**config.mk**
```make
export PLATFORM = sky130hd
export DESIGN_NAME = stack_unit
export DESIGN_NICKNAME = d
export VERILOG_FILES = /design/src/rtl/stack_pkg.sv /design/src/rtl/stack_ram.sv /design/src/rtl/stack_unit.sv
export SDC_FILE = /design/constraint.sdc
export NUM_CORES = 1
export LEC_CHECK = 0
export ABC_AREA = 1
export BUFFER_PORTS_ARGS = -buffer_cell sky130_fd_sc_hd__buf_4
export CAP_MARGIN = 10
export CORE_ASPECT_RATIO = 0.5
export CORE_MARGIN = 4
export CORE_UTILIZATION = 61
export DETAILED_ROUTE_END_ITERATION = 12
export MAX_ROUTING_LAYER = met4
export PLACE_DENSITY = 0.79
export SETUP_SLACK_MARGIN = 0.2
export SLEW_MARGIN = 20
export SYNTH_ARGS = -nofsm -noshare
export SYNTH_HDL_FRONTEND = slang
export SYNTH_SLANG_ARGS = --single-unit
```
**constraint.sdc**
```tcl
create_clock -name clk -period 3.75 [get_ports clk]
set_clock_uncertainty 0.15 [all_clocks]
set_input_delay 0.5625 -clock clk [delete_from_list [all_inputs] [get_ports clk]]
set_output_delay 0.5625 -clock clk [all_outputs]
set_load 0.005 [all_outputs]
```
**src/rtl/stack_pkg.sv**
```systemverilog
// Shared definitions for the stack datapath: default stack geometry and the
// opcode encodings that the control unit and the operand stack both decode.
package stack_pkg;

  localparam int STACK_WIDTH = 8;
  localparam int STACK_DEPTH = 16;

  // ADD is a two-bit class code (3'b00x), so it lives on its own; the rest are full opcodes.
  localparam logic [1:0] OP_ADD = 2'b00;

  typedef enum logic [2:0] {
    OP_NOT  = 3'b011,
    OP_PUSH = 3'b100,
    OP_POP  = 3'b101,
    OP_JMP  = 3'b110,
    OP_JZ   = 3'b111
  } op_e;

  function automatic logic isAddOp(input logic [2:0] op);
    return op[2:1] == OP_ADD;
  endfunction

endpackage

```
**src/rtl/stack_ram.sv**
```systemverilog
// DEPTH x WIDTH storage for the operand stack: one synchronous write port and
// one combinational read port. Contents are deliberately not reset.
module stack_ram #(
  parameter int WIDTH = 8,
  parameter int DEPTH = 16
) (
  input  logic                     clk,
  input  logic                     i_we,
  input  logic [$clog2(DEPTH)-1:0] i_wAddr,
  input  logic [WIDTH-1:0]         i_wData,
  input  logic [$clog2(DEPTH)-1:0] i_rAddr,
  output logic [WIDTH-1:0]         o_rData
);

  logic [WIDTH-1:0] r_mem [DEPTH];

  always_ff @(posedge clk) begin
    if (i_we) begin
      r_mem[i_wAddr] <= i_wData;
    end
  end

  assign o_rData = r_mem[i_rAddr];

endmodule

```
**src/rtl/stack_unit.sv**
```systemverilog
// Operand stack for the multicycle stack machine: Push/Pop/tos strobes from the
// control unit, registered read data one clock later, status and sticky error flags.
module stack_unit
  import stack_pkg::*;
#(
  parameter int WIDTH = STACK_WIDTH,
  parameter int DEPTH = STACK_DEPTH
) (
  input  logic                   clk,
  input  logic                   rst,
  input  logic                   Push,
  input  logic                   Pop,
  input  logic                   tos,
  input  logic [WIDTH-1:0]       din,
  output logic [WIDTH-1:0]       dout,
  output logic                   zero,
  output logic                   full,
  output logic                   empty,
  output logic [$clog2(DEPTH):0] count,
  output logic                   ovf,
  output logic                   unf
);

  localparam int AW = $clog2(DEPTH);
  localparam logic [AW:0] SP_ONE = (AW+1)'(1);
  localparam logic [AW:0] SP_MAX = (AW+1)'(DEPTH);

  logic [AW:0]      r_sp;
  logic [WIDTH-1:0] r_dout;
  logic             r_ovf;
  logic             r_unf;

  logic [AW:0]      w_spDec;
  logic [WIDTH-1:0] w_top;
  logic             w_empty;
  logic             w_full;
  logic             w_readTop;
  logic             w_unfEvent;
  logic             w_replace;
  logic             w_pushNew;
  logic             w_ovfEvent;
  logic             w_popOnly;
  logic             w_we;
  logic [AW-1:0]    w_wAddr;

  assign w_spDec = r_sp - SP_ONE;
  assign w_empty = (r_sp == '0);
  assign w_full  = (r_sp == SP_MAX);

  // Pop wins over tos, but both read the pre-write top; Push+Pop on a live stack overwrites in place.
  assign w_readTop  = (Pop | tos) & ~w_empty;
  assign w_unfEvent = (Pop | tos) & w_empty;
  assign w_replace  = Push & Pop & ~w_empty;
  assign w_pushNew  = Push & ~w_replace & ~w_full;
  assign w_ovfEvent = Push & ~w_replace & w_full;
  assign w_popOnly  = Pop & ~Push & ~w_empty;

  assign w_we    = w_replace | w_pushNew;
  assign w_wAddr = w_replace ? w_spDec[AW-1:0] : r_sp[AW-1:0];

  stack_ram #(
    .WIDTH(WIDTH),
    .DEPTH(DEPTH)
  ) u_ram (
    .clk    (clk),
    .i_we   (w_we),
    .i_wAddr(w_wAddr),
    .i_wData(din),
    .i_rAddr(w_spDec[AW-1:0]),
    .o_rData(w_top)
  );

  always_ff @(posedge clk or negedge rst) begin
    if (!rst) begin
      r_sp   <= '0;
      r_dout <= '0;
      r_ovf  <= 1'b0;
      r_unf  <= 1'b0;
    end else begin
      if (w_readTop) begin
        r_dout <= w_top;
      end
      if (w_pushNew) begin
        r_sp <= r_sp + SP_ONE;
      end else if (w_popOnly) begin
        r_sp <= w_spDec;
      end
      if (w_ovfEvent) begin
        r_ovf <= 1'b1;
      end
      if (w_unfEvent) begin
        r_unf <= 1'b1;
      end
    end
  end

  assign dout  = r_dout;
  assign zero  = (r_dout == '0);
  assign full  = w_full;
  assign empty = w_empty;
  assign count = r_sp;
  assign ovf   = r_ovf;
  assign unf   = r_unf;

endmodule

```
==> insert_results.sql, run 1 <==
INSERT INTO impl_metrics (metric_group, metric, value, unit) VALUES
('outcome', 'run_status', 'complete, no violations', ''),
('detailed_routing', 'route.detailed.wl_per_inst', '18.2', 'um'),
('critical_path', 'cp.required', '3.65', 'ns'),
('floorplan', 'io_pins', '31', ''),
('flow_run', 'cap_violations', '0', ''),
('synthesis', 'yosysUniqueCellTypes', '30', ''),
('detailed_routing', 'route.detailed.drc', '0', ''),
('critical_path', 'setup.worst_path.start_class', 'register', ''),
('layout', 'mostFrequentLayoutCells', 'nand2_1, edfxtp_1, inv_1', ''),
('layout', 'finish.utilization', '0.715', ''),
('clock_network', 'clock_insertion_delay_worst_skew', '0.42', 'ns'),
('placed_design', 'dpl.hpwl', '10000', 'um'),
('sta', 'finalHoldViolCount', '0', ''),
('floorplan', 'design.die.area', '0.0125', 'mm^2'),
('sta', 'max_slew.worst_pin.slew', '0.850', 'ns'),
('floorplan', 'chip_height', '81.2', 'um'),
('sta', 'timing.fmax', '309', 'MHz'),
('placed_design', 'portBuffers', '30', ''),
('critical_path', 'worstSetupEndpointType', 'register', ''),
('detailed_routing', 'detail_route.iter0.violations', '600', ''),
('synthesis', 'yosysWarnings', '0', ''),
('global_route', 'grt_start_max_net_pins', '70', ''),
('clock_network', 'cts_buffers', '17', ''),
('pwr', 'leakagePower', '3.28', 'nW'),
('floorplan', 'floorplan.initialDensity', '0.632', ''),
('global_route', 'overflow_after_grt', '0', ''),
('sta', 'fin_setup_tns', '0', 'ns'),
('synthesis', 'yosys_register_bits', '143', ''),
('critical_path', 'timing.setup.critical_path_class', 'register to register', ''),
('floorplan', 'die_w', '154', 'um'),
('clock_network', 'clk_transition_reported_paths', '0.06', 'ns'),
('detailed_routing', 'wirelength', '15400', 'um'),
('layout', 'num-fill-cells', '733', ''),
('sta', 'final_min_period_over_clock_period', '0.862', ''),
('floorplan', 'fp-row-count', '26', ''),
('placed_design', 'gp_congestion', '0.918', ''),
('detailed_routing', 'via_per_inst', '5.39', ''),
('pwr', 'pwr-share-comb', '0.434', ''),
('layout', 'antenna-diode-count', '0', ''),
('clock_network', 'clock_path_buffers', '2', ''),
('layout', 'drive_gt1_frac', '0.128', ''),
('global_route', 'grt_antenna_before_repair', '0', ''),
('layout', 'most_common_library_cell_in_the_layout_ignoring_fill_and_taps', 'nand2_1', ''),
('clock_network', 'ctsHtreeMaxLevel', '4', ''),
('pwr', 'p_sw_frac', '0.423', ''),
('layout', 'area_growth_from_synthesis_to_layout', '13.1', '%'),
('global_route', 'grt_pass1_vias', '4445', ''),
('pwr', 'p_clk_frac', '0.242', ''),
('layout', 'nNetsFinal', '705', ''),
('synthesis', 'sequential_share_of_the_synthesized_area', '0.645', ''),
('detailed_routing', 'dr.pass1.iters', '5', ''),
('floorplan', 'core-area', '0.0103', 'mm^2'),
('clock_network', 'cts-root-buf', 'clkbuf_16', ''),
('synthesis', 'synth.avg_cell_area', '9.96', 'um^2'),
('global_route', 'total_global_route_track_usage', '0.276', ''),
('pwr', 'seq_power_share', '0.324', ''),
('critical_path', 'crit_arrival', '3.13', 'ns'),
('min_path', 'timing.hold.worst.class', 'input port to register', ''),
('synthesis', 'syn-cell-area', '0.00654', 'mm^2'),
('sta', 'setup_viol', '0', ''),
('sta', 'timing.max_slew.rel_slack', '0.431', ''),
('pwr', 'net-switching-power', '2.73', 'mW'),
('synthesis', 'post_synth_inst_count', '657', ''),
('pwr', 'cellInternalPower', '3.72', 'mW'),
('global_route', 'grt_first_pass_wirelength', '24600', 'um'),
('sta', 'final_period_demand_of_the_worst_path', '3.23', 'ns'),
('synthesis', 'syn_nets', '672', ''),
('sta', 'final_max_slew_violation_count', '0', ''),
('sta', 'grt_setup_unrepaired', 'false', ''),
('pwr', 'vdd.ir_drop.worst', '0.000464', 'V'),
('detailed_routing', 'drt.antenna.violating_nets', '0', ''),
('clock_network', 'clkSinkCount', '143', ''),
('critical_path', 'biggest_fanout_along_the_worst_timing_path', '13', ''),
('clock_network', 'cts_tree', 'built', ''),
('detailed_routing', 'route.vias.total', '4545', ''),
('pwr', 'power_density', '871', 'mW/mm^2');
==> state kept, by name, summed over array words and instances, names as in the netlist <==
signal       cells
u_ram.r_mem    128
dout             8
count            5
ovf              1
unf              1
==> routing by layer <==
layer,track usage,share of wire
met5,-,0
met4,0.0855,0.014
met3,0.0820,0.11
met2,0.414,0.44
met1,0.369,0.44
==> power by group through the flow <==
stage | clock [mW] | combinational [mW] | sequential (mW)
5_1_grt | 1.65 | 3.11 | 2.11
4_1_cts | 1.57 | 2.76 | 2.09
3_3_place_gp | 0 | 2.71 | 2.11
6_report | 1.56 | 2.80 | 2.09
3_5_place_dp | 0 | 2.73 | 2.12
2_1_floorplan | 0 | 1.91 | 2.08
==> final cells by class <==
type	count	area [um^2]	share of cell area
Multi-Input combinational cell	378	1750	0.236
Tap cell	140	175	0.0237
Inverter	111	417	0.0563
Timing Repair Buffer	39	295	0.0399
Sequential cell	143	4220	0.570
Clock buffer	18	429	0.0580
Clock inverter	14	118	0.0159
==> final timing paths <==
| check | from | endpoint | slack [ns] | cells after the start |
|---|---|---|---|---|
| max | count[1]$_DFFE_PN0P_ | u_ram.r_mem[9][1]$_DFFE_PP_ | 0.52 | 8 |
| min | tos | unf$_DFFE_PN0P_ | 0.28 | 3 |
| max reg2reg | count[1]$_DFFE_PN0P_ | u_ram.r_mem[9][1]$_DFFE_PP_ | 0.52 | 8 |
| min reg2reg | unf$_DFFE_PN0P_ | unf$_DFFE_PN0P_ | 0.35 | 1 |
| max in group asynchronous | rst | count[0]$_DFFE_PN0P_ | 2.88 | 2 |
| min in group asynchronous | rst | ovf$_DFFE_PN0P_ | 0.38 | 2 |
==> stage by stage <==
| step | cell area, um^2 | worst slack (ns) | power (mW) | hold slack, ns | std cells |
|---|---|---|---|---|---|
| 2_1_floorplan | 6540 | 0.866 | 4.00 | 0.117 | 657 |
| 3_3_place_gp | 6840 | 0.746 | 4.82 | 0.279 | 810 |
| 3_5_place_dp | 6840 | 0.612 | 4.85 | 0.281 | 810 |
| 4_1_cts | 7400 | 0.559 | 6.42 | 0.274 | 843 |
| 5_1_grt | 7400 | 0.334 | 6.88 | 0.296 | 843 |
| 6_report | 7400 | 0.518 | 6.45 | 0.284 | 843 |
==> kinds of logic (layout without fill, tap and decap cells) <==
logic type,count (synthesis),after routing,share of synthesized area
simple gates,357,357,0.237
buf+inv,136,182,0.0880
compound gates,12,12,0.0130
xor+xnor,7,7,0.0134
fa+ha+maj,2,2,0.00382
flops,143,143,0.645
==> synthesized netlist by cell type <==
cell type      instances  area share
buf_6                  1      0.0017
nor3_1                 1     0.00076
buf_8                  1      0.0023
clkbuf_1               8      0.0046
dlygate4sd1_1          1      0.0013
xor2_1                 5      0.0067
o21ai_2                5      0.0067
nand4_1                2      0.0019
buf_2                  9      0.0069
ha_1                   2      0.0038
nand2_4                1      0.0017
xor2_4                 1      0.0042
nor2_2                 1     0.00096
nor4_1                 1     0.00096
o21ai_0                5      0.0038
edfxtp_1             128        0.59
nand3_1              102       0.078
nand3_2                7       0.011
buf_1                  2      0.0011
inv_1                110       0.063
dfrtp_1               15       0.057
xnor2_2                1      0.0025
nand2_2                2      0.0019
o21bai_1               1      0.0011
nand3_4                1      0.0027
clkbuf_8               3      0.0063
nor2_1                19       0.011
a31o_2                 1      0.0013
clkinv_1               1     0.00057
nand2_1              220        0.13
==> worst max-delay path, stage by stage (launching register included) <==
cell and delay (ns):
dfrtp_1 0.43, inv_1 0.17, ha_1 0.46, nand3_4 0.19, nand2_4 0.21, nand3_2 0.19, nand2_1 0.21, nand3_1 0.21
nor2_1 0.65
==> what timing repair did <==
item,in CTS,in global routing
setup buffers,0,0
hold buffers,1,0
endpoints found under the hold margin,15,0
gates resized for setup,0,0
(Power assumes the default switching activity.)
==> run 2: changes to the inputs <==
--- a/config.mk
+++ b/config.mk
@@ -11,9 +11,10 @@
 export CORE_ASPECT_RATIO = 0.5
 export CORE_MARGIN = 4
 export CORE_UTILIZATION = 61
+export CTS_CLUSTER_DIAMETER = 40
 export DETAILED_ROUTE_END_ITERATION = 12
 export MAX_ROUTING_LAYER = met4
-export PLACE_DENSITY = 0.79
+export PLACE_DENSITY_LB_ADDON = 0.12
 export SETUP_SLACK_MARGIN = 0.2
 export SLEW_MARGIN = 20
 export SYNTH_ARGS = -nofsm -noshare
==> run 2 against run 1 <==
First-iteration DRC count grew 4.5%. Largest cell class unchanged. Critical path depth increased by 1. Fmax up 0.63%. Final cell count up 0.12%. Global-route usage decreased by 1.0 points. Clock power is 11% higher. Sequential power about the same. Flip-flop and latch count did not move. Routed wire length down 1.3%.
==> insert_results.sql, run 2 (synthesis results as in run 1) <==
INSERT INTO impl_metrics (metric_group, metric, value, unit) VALUES
('detailed_routing', 'detail_route.iter0.violations', '627', ''),
('placed_design', 'numPlacedInstances', '811', ''),
('detailed_routing', 'wirelength', '15200', 'um'),
('detailed_routing', 'via_per_inst', '5.41', ''),
('sta', 'timing.max_slew.rel_slack', '0.303', ''),
('pwr', 'p_clk_frac', '0.263', ''),
('placed_design', 'gp_congestion', '0.930', ''),
('floorplan', 'io_pins', '31', ''),
('clock_network', 'clock_insertion_delay_worst_skew', '0.42', 'ns'),
('layout', 'mostFrequentLayoutCells', 'nand2_1, edfxtp_1, inv_1', ''),
('sta', 'max_slew.worst_pin.slew', '1.04', 'ns'),
('pwr', 'pwr-share-comb', '0.420', ''),
('global_route', 'grt_first_pass_wirelength', '23400', 'um'),
('clock_network', 'clkSinkCount', '143', ''),
('pwr', 'net-switching-power', '2.72', 'mW'),
('floorplan', 'die_w', '154', 'um'),
('global_route', 'grt_antenna_before_repair', '0', ''),
('placed_design', 'dpl.hpwl', '9850', 'um'),
('layout', 'area_growth_from_synthesis_to_layout', '14.2', '%'),
('pwr', 'cellInternalPower', '3.86', 'mW'),
('critical_path', 'cp.required', '3.73', 'ns'),
('clock_network', 'clk_transition_reported_paths', '0.06', 'ns'),
('clock_network', 'cts-hold-fix-buffers', '1', ''),
('clock_network', 'post_cts_resize_count', '0', ''),
('sta', 'final_min_period_over_clock_period', '0.857', ''),
('detailed_routing', 'drt.antenna.violating_nets', '0', ''),
('floorplan', 'chip_height', '81.2', 'um'),
('critical_path', 'timing.setup.critical_path_class', 'register to register', ''),
('pwr', 'leakagePower', '3.33', 'nW'),
('detailed_routing', 'dr.pass1.iters', '5', ''),
('critical_path', 'crit_path_max_incr_delay', '0.55', 'ns'),
('global_route', 'grt_start_max_net_pins', '70', ''),
('critical_path', 'biggest_fanout_along_the_worst_timing_path', '13', ''),
('layout', 'num-fill-cells', '736', ''),
('layout', 'antenna-diode-count', '0', ''),
('global_route', 'total_global_route_track_usage', '0.266', ''),
('clock_network', 'cts_setup_buffers', '0', ''),
('critical_path', 'crit_path_cell_trace', 'inv_1 -> ha_1 -> nand3_4 -> nand2_4 -> nand3_2 -> nand2_1 -> nand3_1 -> nor2_1 -> buf_4', ''),
('sta', 'final_max_slew_violation_count', '0', ''),
('sta', 'timing.fmax', '311', 'MHz'),
('sta', 'setup_viol', '0', ''),
('outcome', 'run_status', 'complete, no violations', ''),
('pwr', 'p_sw_frac', '0.413', ''),
('floorplan', 'design.die.area', '0.0125', 'mm^2'),
('global_route', 'overflow_after_grt', '0', ''),
('critical_path', 'critical-path-top-delay-family', 'simple AND/OR/NAND/NOR gates', ''),
('layout', 'largest_register_ffs', '128', ''),
('sta', 'final_period_demand_of_the_worst_path', '3.21', 'ns'),
('clock_network', 'cts_buffers', '17', ''),
('pwr', 'vdd.ir_drop.worst', '0.000456', 'V'),
('floorplan', 'core-area', '0.0103', 'mm^2'),
('floorplan', 'fp-row-count', '26', ''),
('placed_design', 'portBuffers', '30', ''),
('layout', 'most_common_library_cell_in_the_layout_ignoring_fill_and_taps', 'nand2_1', ''),
('global_route', 'grt_pass1_vias', '4162', ''),
('floorplan', 'floorplan.initialDensity', '0.632', ''),
('layout', 'drive_gt1_frac', '0.131', ''),
('critical_path', 'cp.buffers_inverters', '2', ''),
('layout', 'nNetsFinal', '706', ''),
('layout', 'multiInputGateArea', '0.00175', 'mm^2'),
('pwr', 'power_density', '882', 'mW/mm^2'),
('layout', 'post_layout_nonfiller_instances', '844', ''),
('critical_path', 'cp_slowest_cell', 'nor2_1', ''),
('critical_path', 'worstSetupEndpointType', 'register', ''),
('critical_path', 'setup.worst_path.start_class', 'register', ''),
('sta', 'fin_setup_tns', '0', 'ns'),
('layout', 'largest-register', 'u_ram.r_mem', ''),
('clock_network', 'ctsHtreeMaxLevel', '4', ''),
('flow_run', 'cap_violations', '0', ''),
('layout', 'sequential_standard_cell_area', '0.00422', 'mm^2'),
('pwr', 'seq_power_share', '0.317', ''),
('min_path', 'timing.hold.worst.class', 'input port to register', ''),
('clock_network', 'cts-root-buf', 'clkbuf_16', ''),
('critical_path', 'crit_arrival', '3.19', 'ns'),
('sta', 'grt_setup_unrepaired', 'false', ''),
('clock_network', 'clock_path_buffers', '2', ''),
('sta', 'finalHoldViolCount', '0', ''),
('detailed_routing', 'route.detailed.wl_per_inst', '18.0', 'um'),
('detailed_routing', 'route.vias.total', '4566', ''),
('clock_network', 'cts_tree', 'built', ''),
('detailed_routing', 'route.detailed.drc', '0', '');
## run 2: power groups by stage
stage	combinational (mW)	clock, mW	sequential [mW]
final	2.77	1.73	2.09
after global routing	3.00	1.83	2.11
after detailed placement	2.68	0	2.12
after global placement	2.64	0	2.12
after CTS	2.70	1.74	2.09
after floorplan	1.91	0	2.08
## run 2: metal layers
| metal | part of all wire | wire, um | vias up | track usage |
|---|---|---|---|---|
| met2 | 0.43 | 6480 | 214 | 0.375 |
| met5 | 0 | 0 | - | - |
| met4 | 0.0080 | 121 | 0 | 0.0617 |
| met1 | 0.45 | 6800 | 2156 | 0.382 |
| li1 | - | - | 2184 | - |
| met3 | 0.12 | 1780 | 12 | 0.0809 |
## run 2: final timing paths
check	from	endpoint	slack, ns	cells past startpoint
max in group asynchronous	rst	count[0]$_DFFE_PN0P_	2.87	2
worst min register to register	ovf$_DFFE_PN0P_	ovf$_DFFE_PN0P_	0.33	1
worst max-delay path	count[1]$_DFFE_PN0P_	u_ram.r_mem[5][7]$_DFFE_PP_	0.54	9
min in group asynchronous	rst	count[4]$_DFFE_PN0P_	0.39	2
worst min-delay path	Push	ovf$_DFFE_PN0P_	0.28	2
worst max register to register	count[1]$_DFFE_PN0P_	u_ram.r_mem[5][7]$_DFFE_PP_	0.54	9
## run 2: area by class of cell
| type | instances | share of cell area |
|---|---|---|
| Sequential cell | 143 | 0.565 |
| Timing Repair Buffer | 40 | 0.0405 |
| Multi-Input combinational cell | 378 | 0.234 |
| Clock buffer | 18 | 0.0574 |
| Inverter | 111 | 0.0558 |
| Tap cell | 140 | 0.0234 |
| Clock inverter | 14 | 0.0241 |
## run 2: per-stage QoR
step / area, um^2 / setup slack (ns) / utilization / total power [mW] / hold WS, ns
after floorplan: 6540 / 0.866 / - / 4.00 / 0.117
after global placement: 6850 / 0.768 / 0.662 / 4.75 / 0.276
after detailed placement: 6850 / 0.669 / 0.662 / 4.80 / 0.283
after CTS: 7470 / 0.625 / 0.722 / 6.54 / 0.263
after global routing: 7470 / 0.393 / 0.722 / 6.95 / 0.275
final: 7470 / 0.538 / 0.722 / 6.59 / 0.276
==> run 3: changes to the inputs <==
--- a/config.mk
+++ b/config.mk
@@ -8,15 +8,14 @@
 export ABC_AREA = 1
 export BUFFER_PORTS_ARGS = -buffer_cell sky130_fd_sc_hd__buf_4
 export CAP_MARGIN = 10
-export CORE_ASPECT_RATIO = 0.5
 export CORE_MARGIN = 4
-export CORE_UTILIZATION = 61
+export CORE_UTILIZATION = 41
 export CTS_CLUSTER_DIAMETER = 40
 export DETAILED_ROUTE_END_ITERATION = 12
 export MAX_ROUTING_LAYER = met4
 export PLACE_DENSITY_LB_ADDON = 0.12
 export SETUP_SLACK_MARGIN = 0.2
-export SLEW_MARGIN = 20
+export SLEW_MARGIN = 15
 export SYNTH_ARGS = -nofsm -noshare
 export SYNTH_HDL_FRONTEND = slang
 export SYNTH_SLANG_ARGS = --single-unit
==> run 3 against run 2 <==
Routed wire length grew 2.1%. Sequential power about the same. Combinational power decreased by 4%. Die area grew 44%. Worst hold slack improved by 0.0058 ns. First-iteration DRC count down 29%. Utilization shrank 23 points. Power down 1.2%. Global-route usage shrank 7.6 points. Non-clock buffer count decreased by 3.
==> insert_results.sql, run 3 (synthesis results as in run 1) <==
INSERT INTO impl_metrics (metric_group, metric, value, unit) VALUES
('outcome', 'run_status', 'complete, no violations', ''),
('layout', 'nNetsFinal', '703', ''),
('layout', 'antenna-diode-count', '0', ''),
('layout', 'drive_gt1_frac', '0.128', ''),
('floorplan', 'io_pins', '31', ''),
('placed_design', 'gp_congestion', '0.919', ''),
('layout', 'sequential_standard_cell_area', '0.00422', 'mm^2'),
('min_path', 'timing.hold.worst.class', 'input port to register', ''),
('placed_design', 'portBuffers', '30', ''),
('floorplan', 'fp-row-count', '45', ''),
('detailed_routing', 'wirelength', '15500', 'um'),
('placed_design', 'dpl.hpwl', '10300', 'um'),
('clock_network', 'cts_setup_buffers', '0', ''),
('detailed_routing', 'drt.antenna.violating_nets', '0', ''),
('clock_network', 'clk_transition_reported_paths', '0.06', 'ns'),
('sta', 'max_slew.worst_pin.slew', '0.845', 'ns'),
('clock_network', 'cts_buffers', '17', ''),
('critical_path', 'biggest_fanout_along_the_worst_timing_path', '13', ''),
('layout', 'area_growth_from_synthesis_to_layout', '15.5', '%'),
('sta', 'final_period_demand_of_the_worst_path', '3.10', 'ns'),
('layout', 'most_common_library_cell_in_the_layout_ignoring_fill_and_taps', 'nand2_1', ''),
('global_route', 'grt_start_max_net_pins', '70', ''),
('critical_path', 'cp_slowest_cell', 'nor2_1', ''),
('layout', 'largest-register', 'u_ram.r_mem', ''),
('detailed_routing', 'via_per_inst', '4.87', ''),
('layout', 'fin_area', '0.00756', 'mm^2'),
('critical_path', 'timing.setup.critical_path_class', 'register to register', ''),
('critical_path', 'crit_path_max_incr_delay', '0.67', 'ns'),
('layout', 'largest_register_ffs', '128', ''),
('sta', 'grt_setup_unrepaired', 'false', ''),
('placed_design', 'post_dp_cell_area', '0.00692', 'mm^2'),
('global_route', 'overflow_after_grt', '0', ''),
('sta', 'fin_setup_tns', '0', 'ns'),
('detailed_routing', 'route.vias.total', '4442', ''),
('clock_network', 'clkSinkCount', '143', ''),
('pwr', 'vdd.ir_drop.worst', '0.000442', 'V'),
('global_route', 'grt_antenna_before_repair', '0', ''),
('detailed_routing', 'route.detailed.wl_per_inst', '17.0', 'um'),
('detailed_routing', 'route.detailed.drc', '0', ''),
('flow_run', 'cap_violations', '0', ''),
('sta', 'timing.max_slew.rel_slack', '0.435', ''),
('sta', 'final_max_slew_violation_count', '0', ''),
('layout', 'mostFrequentLayoutCells', 'nand2_1, edfxtp_1, inv_1', ''),
('clock_network', 'cts-root-buf', 'clkbuf_16', ''),
('pwr', 'leakagePower', '3.32', 'nW'),
('clock_network', 'post_cts_resize_count', '0', ''),
('sta', 'finalHoldViolCount', '0', ''),
('critical_path', 'worstSetupEndpointType', 'register', ''),
('critical_path', 'setup.worst_path.start_class', 'register', ''),
('global_route', 'total_global_route_track_usage', '0.189', ''),
('pwr', 'power_density', '861', 'mW/mm^2'),
('sta', 'timing.fmax', '323', 'MHz'),
('layout', 'multiInputGateArea', '0.00175', 'mm^2'),
('clock_network', 'cts-hold-fix-buffers', '1', ''),
('clock_network', 'clock_path_buffers', '2', ''),
('critical_path', 'cp.required', '3.64', 'ns'),
('global_route', 'grt_first_pass_wirelength', '25000', 'um'),
('critical_path', 'crit_arrival', '2.99', 'ns'),
('clock_network', 'ctsHtreeMaxLevel', '4', ''),
('clock_network', 'cts_tree', 'built', ''),
('floorplan', 'floorplan.initialDensity', '0.424', ''),
('critical_path', 'crit_path_cell_trace', 'inv_1 -> ha_1 -> nand3_4 -> nand2_4 -> xor2_1 -> nand2_1 -> nor2_1', ''),
('sta', 'setup_viol', '0', ''),
('sta', 'final_min_period_over_clock_period', '0.826', ''),
('detailed_routing', 'dr.pass1.iters', '5', ''),
('floorplan', 'chip_height', '134', 'um'),
('layout', 'num-fill-cells', '1472', ''),
('global_route', 'grt_pass1_vias', '4501', ''),
('clock_network', 'clock_insertion_delay_worst_skew', '0.42', 'ns'),
('detailed_routing', 'detail_route.iter0.violations', '445', ''),
('floorplan', 'core-area', '0.0154', 'mm^2'),
('floorplan', 'die_w', '134', 'um'),
('floorplan', 'design.die.area', '0.0180', 'mm^2');
run 3: cell count changes in the layout (fill, tap and decap cells not counted):
cell / change
inv_8: -1
buf_4: -3
clkbuf_1: -1
inv_6: -3
clkinv_2: +2
clkinvlp_4: +1
clkbuf_8: +1
bufinv_16: +1
run 3: metal layers:
| metal | GRT usage | wire (um) | vias up |
|---|---|---|---|
| met1 | 0.252 | 7280 | 2134 |
| li1 | - | - | 2180 |
| met4 | 0.0803 | 483 | 0 |
| met3 | 0.0345 | 606 | 29 |
| met5 | - | 0 | - |
| met2 | 0.287 | 7140 | 99 |
run 3: through the flow:
| step | cells | setup slack (ns) | total power, mW | util | hold slack [ns] |
|---|---|---|---|---|---|
| 5_1_grt | 912 | 0.409 | 6.98 | 0.490 | 0.283 |
| 3_3_place_gp | 879 | 0.775 | 4.75 | 0.448 | 0.283 |
| 3_5_place_dp | 879 | 0.665 | 4.77 | 0.448 | 0.283 |
| 4_1_cts | 912 | 0.652 | 6.56 | 0.490 | 0.264 |
| 6_report | 912 | 0.653 | 6.51 | 0.490 | 0.282 |
| 2_1_floorplan | 657 | 0.866 | 4.00 | - | 0.117 |
run 3: power by group:
part	internal (mW)	switching, mW
clock network	1.13	0.642
logic	0.843	1.80
registers	1.97	0.123
total	3.94	2.57
run 3: worst max-delay path, delay by kind of cell (launching register included):
family	cells	cell delay [ns]
xor gates and xnor gates	1	0.29
adders and majority gates	1	0.44
buffers and inverters	1	0.15
DFF	1	0.43
and+or+nand+nor	4	1.26
run 3: final timing paths:
kind / startpoint / to / slack [ns] / depth (start not counted)
setup reg to reg: count[1]$_DFFE_PN0P_ / u_ram.r_mem[5][6]$_DFFE_PP_ / 0.65 / 7
setup / recovery: count[1]$_DFFE_PN0P_ / u_ram.r_mem[5][6]$_DFFE_PP_ / 0.65 / 7
hold reg to reg: unf$_DFFE_PN0P_ / unf$_DFFE_PN0P_ / 0.33 / 1
max in group asynchronous: rst / count[0]$_DFFE_PN0P_ / 2.85 / 2
hold / removal: tos / unf$_DFFE_PN0P_ / 0.28 / 3
min in group asynchronous: rst / dout[0]$_DFFE_PN0P_ / 0.40 / 2
run 3: layout make-up:
cell class,count,area share
clock buffers,18,0.0581
clock inverters,14,0.0252
inverters,111,0.0551
multi-input cells,378,0.231
flip-flops and latches,143,0.558
well taps,211,0.0349
repair buffers,37,0.0371
